File: config.mk
export PLATFORM = sky130hd
export DESIGN_NAME = fetch_ctl
export DESIGN_NICKNAME = d
export VERILOG_FILES = /design/src/rtl/fetch_ctl.sv
export SDC_FILE = /design/constraint.sdc
export NUM_CORES = 1
export LEC_CHECK = 0
export ABC_AREA = 1
export CAP_MARGIN = 30
export CORE_UTILIZATION = 44
export CTS_CLUSTER_DIAMETER = 60
export DETAILED_ROUTE_END_ITERATION = 16
export GPL_ROUTABILITY_DRIVEN = 0
export PLACE_DENSITY = 0.86
export SLEW_MARGIN = 15
export SYNTH_ARGS = -nofsm -noshare
export SYNTH_HDL_FRONTEND = slang
export SYNTH_SLANG_ARGS = --single-unit
File: constraint.sdc
create_clock -name clk -period 1.9 [get_ports clk]
set_input_delay 0.19 -clock clk [delete_from_list [all_inputs] [get_ports clk]]
set_output_delay 0.19 -clock clk [all_outputs]
set_load 0.02 [all_outputs]
File: src/rtl/fetch_ctl.sv
// Instruction fetch / phase sequencer: walks each instruction through
// FETCH, DECODE, EXEC, optional MEM and WRITE, owning pc, instr_raw and the retired count.
module fetch_ctl #(
    parameter logic [31:0] RESET_PC    = 32'h0000_0000,
    parameter logic [15:0] STUCK_LIMIT = 16'd1023
) (
    input  logic        clk,
    input  logic        rst_n,
    output logic        imem_req,
    output logic [31:0] imem_addr,
    input  logic        imem_ack,
    input  logic [31:0] imem_rdata,
    output logic [2:0]  state,
    output logic [31:0] instr_raw,
    output logic [31:0] pc,
    input  logic        mem_read,
    input  logic        mem_write,
    input  logic        data_in,
    input  logic        data_out,
    input  logic        mem_done,
    input  logic        branch_taken,
    input  logic [31:0] branch_target,
    output logic [31:0] retired,
    output logic        stuck
);

    typedef enum logic [2:0] {
        S_FETCH  = 3'd0,
        S_DECODE = 3'd1,
        S_EXEC   = 3'd2,
        S_MEM    = 3'd3,
        S_WRITE  = 3'd4
    } state_t;

    state_t      state_q, state_d;
    logic        req_q, req_d;
    logic [31:0] instr_q, instr_d;
    logic [31:0] pc_q, pc_d;
    logic [31:0] retired_q, retired_d;
    logic [15:0] wait_q, wait_d, wait_inc;
    logic        stuck_q, stuck_d;
    logic        waiting;
    logic        any_mem;
    logic        unused_target_lsbs;

    // Targets are word aligned; the two low bits of branch_target are dropped.
    assign unused_target_lsbs = ^branch_target[1:0];

    assign any_mem = mem_read | mem_write | data_in | data_out;

    // Instruction memory handshake: imem_req is a registered level that stays
    // high until a cycle with imem_req=1 and imem_ack=1; that cycle transfers
    // imem_rdata. An ack seen while imem_req=0 carries no data and is ignored.
    always_comb begin
        state_d   = state_q;
        req_d     = req_q;
        instr_d   = instr_q;
        pc_d      = pc_q;
        retired_d = retired_q;
        waiting   = 1'b0;

        case (state_q)
            S_FETCH: begin
                if (!req_q) begin
                    req_d   = 1'b1;
                    waiting = 1'b1;
                end else if (imem_ack) begin
                    instr_d = imem_rdata;
                    req_d   = 1'b0;
                    state_d = S_DECODE;
                end else begin
                    waiting = 1'b1;
                end
            end
            S_DECODE: state_d = S_EXEC;
            S_EXEC:   state_d = any_mem ? S_MEM : S_WRITE;
            S_MEM: begin
                if (mem_done) state_d = S_WRITE;
                else          waiting = 1'b1;
            end
            S_WRITE: begin
                state_d   = S_FETCH;
                req_d     = 1'b1;
                pc_d      = branch_taken ? {branch_target[31:2], 2'b00} : pc_q + 32'd4;
                retired_d = retired_q + 32'd1;
            end
            default: begin
                state_d = S_FETCH;
                req_d   = 1'b1;
            end
        endcase

        // Saturating so a long hang cannot wrap the count back below the limit.
        wait_inc = (wait_q == 16'hFFFF) ? wait_q : wait_q + 16'd1;
        wait_d   = waiting ? wait_inc : 16'd0;
        stuck_d  = stuck_q | (waiting && (wait_inc >= STUCK_LIMIT));
    end

    always_ff @(posedge clk) begin
        if (!rst_n) begin
            state_q   <= S_FETCH;
            req_q     <= 1'b0;
            instr_q   <= 32'h0;
            pc_q      <= RESET_PC;
            retired_q <= 32'h0;
            wait_q    <= 16'h0;
            stuck_q   <= 1'b0;
        end else begin
            state_q   <= state_d;
            req_q     <= req_d;
            instr_q   <= instr_d;
            pc_q      <= pc_d;
            retired_q <= retired_d;
            wait_q    <= wait_d;
            stuck_q   <= stuck_d;
        end
    end

    assign state     = state_q;
    assign imem_req  = req_q;
    assign imem_addr = pc_q;
    assign pc        = pc_q;
    assign instr_raw = instr_q;
    assign retired   = retired_q;
    assign stuck     = stuck_q;

endmodule

==> results of run 1 <==
where the power goes:
part,internal (W),switching (W),total [W]
clock,0.00169,0.00128,0.00296
sequential,0.00266,0.000150,0.00281
combinational,0.000734,0.000938,0.00167
total,0.00508,0.00236,0.00744
stage by stage:
stage | util, % | total power, W | cell area (µm²)
finish | 64.8 | 0.00744 | 9170
floorplan | - | 0.00375 | 6490
detailed placement | 60.4 | 0.00451 | 8550
global route | 64.8 | 0.00779 | 9170
global placement | 60.4 | 0.00449 | 8550
CTS | 64.3 | 0.00749 | 9100
placed cells by master, fill, tap and decap left out, drive strengths merged:
cell type	Yosys	routed
a31o	1	1
inv	91	96
xnor2	5	5
clkinv	0	6
nor3	27	27
dfxtp	115	115
buf	46	32
or2	6	6
o22ai	1	1
clkdlybuf4s50	0	199
nand4	25	25
o211ai	6	6
nand3	57	57
nor4	1	1
o31ai	4	4
a31oi	6	6
a211oi	5	5
nor2	198	198
conb	1	4
o21ai	66	66
clkbuf	21	17
nand2	215	215
clkinvlp	0	4
and3	1	1
ha	3	3
a21oi	57	57
o21a	3	3
nand3b	9	9
a221oi	2	2
nor3b	1	1
xor2	6	6
a311oi	1	1
o21bai	2	2
area by class of cell:
| class | instances | area [µm²] | area share [%] |
|---|---|---|---|
| repair buffers | 231 | 2270 | 24.7 |
| well taps | 180 | 225 | 2.45 |
| flip-flops and latches | 115 | 2310 | 25.2 |
| clock buffers | 17 | 425 | 4.64 |
| clock inverters | 15 | 123 | 1.34 |
| multi-input cells | 712 | 3480 | 37.9 |
| inverters | 91 | 342 | 3.72 |
final timing paths:
check | slack (ns) | depth (start not counted) | endpoint
worst max register to register | 0.14 | 10 | imem_addr[19]
worst min register to register | 0.45 | 2 | stuck
worst min-delay path | 0.34 | 3 | instr_raw[7]
worst max-delay path | 0.07 | 2 | state[2]
state kept, by name (all words and copies together) (netlist names):
name,count
imem_addr,30
imem_req,1
instr_raw,32
retired,32
state,3
stuck,1
wait_q,16
kinds of logic after synthesis:
| family | count (synthesis) | synth area share, % |
|---|---|---|
| AND/OR/NAND/NOR | 540 | 37.9 |
| XOR/XNOR | 11 | 1.49 |
| buffers and inverters | 158 | 11.4 |
| flip-flops | 115 | 35.5 |
| adder cells (fa/ha/maj) | 3 | 0.579 |
| AO/OA/AOI/OAI | 154 | 13.1 |
| other | 1 | 0.0578 |
repair_timing:
action / in CTS / in global routing
setup buffers: 0 / 4
setup endpoints to repair: 0 / 7
gates resized for setup: 0 / 15
metal layers:
metal / part of all wire, % / wire, µm
met1: 41 / 7930
met2: 48 / 9270
met3: 8.9 / 1720
met4: 2.2 / 433
met5: 0 / 0
critical path, cell delays in order (launching register included):
cell and delay, ns:
dfxtp_1 0.41, buf_4 0.17, clkdlybuf4s50_1 0.63
==> flow_summary_export.csv, run 1 <==
group,metric,value,unit
cts,root_buffer,"clkbuf_16",
die,io_pins,206,
detailed_routing,drc,0,
synthesis,ys_ff_latch,115,
die,core_area,14100,µm²
finish,post_route_cells_drive_above_1_share,9.82,%
timing,grt_setup_unrepaired,"true",
detailed_routing,post_drt_wl_per_cell,14.2,µm
global_routing,grt_util_all_layers,25.8,%
finish,final_cells,1361,
setup_path,crit_path_start_kind,"flip-flop",
cts,cts_tree,"yes",
setup_path,end_kind,"primary output",
detailed_routing,drtAntennaViolNets,0,
hold_path,hold_class,"primary input to flip-flop",
power,ir_drop,0.830,mV
power,leakage,3.57,nW
placed_design,io_buffer_count,199,
synthesis,yosysWarnings,0,
synthesis,ys_seq_area_share,35.5,%
global_routing,top_usage_layer,"met2",
detailed_routing,via_count,7205,
synthesis,syn_area,6480,µm²
setup_path,critPathKind,"flip-flop to primary output",
detailed_routing,wirelength,19400,µm
global_routing,grt_util_met3,7.24,%
detailed_routing,avgViaCountPerCell,5.29,
cts,cts_buffers,17,
global_routing,overflow,0,
global_routing,grt_max_degree,52,
timing,finalHoldViolCount,0,
timing,report.final.slew_viol_count,0,
finish,fillers,1179,
timing,relSlewSlack,65.8,%
die,die_x,123,µm
setup_path,crit_start,"state[2]",
die,rows,43,
setup_path,cp_max_fo,5,
finish,area_growth,41.5,%
cts,ctsHoldBuffers,0,
synthesis,synth_edf_count,0,
placed_design,dp_slack,0.0870,ns
cts,tritoncts_num_sinks,115,
synthesis,yosysMostFrequentCell,"nand2_1",
detailed_routing,drtIter0Drc,782,
global_routing,antenna_found_initial,0,
timing,layout_setup_ws,0.0670,ns
timing,setup_violations,0,
placed_design,dp_hpwl,13600,µm
timing,fin_worst_skew,0.0202,ns
synthesis,syn-mean-instance-area,6.60,µm²
placed_design,place_inst,1325,
global_routing,grt_use_met1,31.1,%
detailed_routing,first_pass_iters,5,
setup_path,cp.required,1.71,ns
synthesis,synth_cell_types,48,
timing,setup_tns,0,ns
die,die-area,15200,µm²
setup_path,cp.arrival,1.64,ns
die,fp.dieH,123,µm
synthesis,synth.top_cell.area_share,35.5,%
global_routing,met2_usage,42.7,%
cts,htree_levels,4,
timing,period_needed,1.83,ns
synthesis,synth_area_leaders,"dfxtp_1, nand2_1, nor2_1",
cts,clk_latency,0.43,ns
synthesis,yosys.area.top_type,"dfxtp_1",
timing,whs,0.344,ns
synthesis,synth.cells.most_frequent,"nand2_1, nor2_1, dfxtp_1",
die,start_util,45.8,%
timing,worst_pin_slew,0.509,ns
synthesis,synth-main-ff-cell,"dfxtp_1",
power,p_per_area,811,nW/µm²
outcome,status,"finished clean",
timing,final.period_utilization,96.5,%
cts,path_clk_slew,0.06,ns
synthesis,netlist_instances,982,
global_routing,grt_pass1_wl,30900,µm
finish,antenna_cells,0,
finish,nNetsFinal,1244,
timing,fmax,546,MHz
hold_path,min_from,"imem_rdata[7]",
cts,ctsLongestPathBuffers,2,
flow_run,maxCapViolCount,0,
global_routing,grt_pass1_vias,6564,
synthesis,ys_async_sr_fraction,0,%
setup_path,timing.rr.start,"imem_addr[2]",
No activity file was read; power rests on OpenSTA's default activity.
==> run 2, diff against run 1 <==
GPL_ROUTABILITY_DRIVEN = unset   (was 0)
SLEW_MARGIN = unset   (was 15)
TNS_END_PERCENT = 100   (was unset)
==> flow_summary_export.csv, run 2 (synthesis results as in run 1) <==
group,metric,value,unit
outcome,status,"finished clean",
die,fp.dieH,123,µm
timing,worst_pin_slew,0.505,ns
die,start_util,45.8,%
hold_path,hold_class,"primary input to flip-flop",
timing,relSlewSlack,66.3,%
cts,ctsLongestPathBuffers,2,
cts,htree_levels,4,
finish,antenna_cells,0,
cts,ctsHoldBuffers,0,
global_routing,grt_pass1_vias,6577,
finish,final_common_cell,"nand2_1",
power,total_power,0.00804,W
timing,finalHoldViolCount,0,
detailed_routing,avgViaCountPerCell,5.26,
detailed_routing,drc,0,
setup_path,critPathMaxStageDelay,0.61,ns
power,p_per_area,867,nW/µm²
timing,setup_violations,0,
timing,final.period_utilization,95.9,%
setup_path,cp_max_fo,5,
placed_design,gp_congestion,0.951,
flow_run,maxCapViolCount,0,
global_routing,grt_pass1_wl,30900,µm
timing,fin_worst_skew,0.00668,ns
cts,tritoncts_num_sinks,115,
cts,clk_latency,0.42,ns
finish,final_cell_mix,"nand2_1, clkdlybuf4s50_1, nor2_1, dfxtp_1, inv_1",
detailed_routing,post_drt_wl_per_cell,14.3,µm
setup_path,end_kind,"primary output",
timing,report.final.slew_viol_count,0,
detailed_routing,drtAntennaViolNets,0,
setup_path,crit_family,"buffers and inverters",
placed_design,io_buffer_count,199,
die,core_area,14100,µm²
placed_design,dp_slack,0.135,ns
cts,root_buffer,"clkbuf_16",
detailed_routing,drtIter0Drc,769,
die,rows,43,
setup_path,cp.arrival,1.63,ns
timing,period_needed,1.82,ns
setup_path,crit_chain,"buf_4 -> clkdlybuf4s50_1",
placed_design,dp_hpwl,13700,µm
die,die_x,123,µm
timing,fmax,549,MHz
power,leakage,3.61,nW
global_routing,grt_util_all_layers,25.9,%
finish,area_growth,43.1,%
cts,path_clk_slew,0.06,ns
cts,cts_tree,"yes",
finish,nNetsFinal,1246,
detailed_routing,first_pass_iters,6,
global_routing,grt_max_degree,52,
setup_path,crit_path_start_kind,"flip-flop",
global_routing,antenna_found_initial,0,
die,die-area,15200,µm²
setup_path,slowest_stage,"clkdlybuf4s50_1",
global_routing,overflow,0,
cts,cts_buffers,17,
power,ir_drop,0.834,mV
setup_path,critPathKind,"flip-flop to primary output",
die,io_pins,206,
setup_path,path_buf_inv,2,
setup_path,cp.required,1.71,ns
timing,layout_setup_ws,0.0787,ns
detailed_routing,via_count,7168,
finish,post_route_cells_drive_above_1_share,9.55,%
detailed_routing,wirelength,19400,µm
[run 2: cell type report]
| class | instances | area, µm² |
|---|---|---|
| repair buffers | 233 | 2270 |
| multi-input cells | 712 | 3480 |
| clock inverters | 12 | 204 |
| inverters | 91 | 342 |
| well taps | 180 | 225 |
| fillers | 1223 | 4870 |
| clock buffers | 20 | 447 |
| flip-flops and latches | 115 | 2300 |
[run 2: power breakdown]
group	switching, W	internal, W
sequential	0.000155	0.00266
clock	0.00119	0.00236
combinational	0.000938	0.000735
total	0.00228	0.00576
[run 2: layer usage]
layer | vias up | track usage [%] | wire (µm)
li1 | 3543 | - | -
met1 | 3225 | 30.5 | 7810
met2 | 353 | 43.5 | 9330
met3 | 47 | 8.35 | 1860
met4 | 0 | 10.3 | 429
met5 | - | 0 | 0
[run 2: worst register-to-register path, delay by kind of cell, from the launching register on]
family / cells / cell delay (ns)
XOR/XNOR: 1 / 0.10
AND/OR/NAND/NOR: 4 / 0.84
AO/OA/AOI/OAI: 2 / 0.26
flip-flops: 1 / 0.45
[run 2: final timing paths]
check,endpoint,slack [ns],cells past startpoint,start
setup reg to reg,imem_addr[15],0.14,7,imem_addr[14]
hold reg to reg,stuck,0.46,2,stuck
hold / removal,instr_raw[29],0.35,3,imem_rdata[29]
setup / recovery,state[2],0.08,2,state[2]
[run 2: timing repair]
action	in CTS	in global routing
setup buffers	0	4
setup endpoints to repair	0	4
resized for setup	0	11
[run 2: per-stage QoR]
stage	instances	util, %	hold WS [ns]	instance area [µm²]	setup TNS, ns
after global routing	1363	65.6	0.334	9280	-0.00184
after global placement	1327	60.5	0.435	8570	0
after floorplan	985	-	0.325	6490	0
after detailed placement	1327	60.5	0.454	8570	0
after CTS	1359	65.1	0.334	9220	0
final	1363	65.6	0.350	9280	0
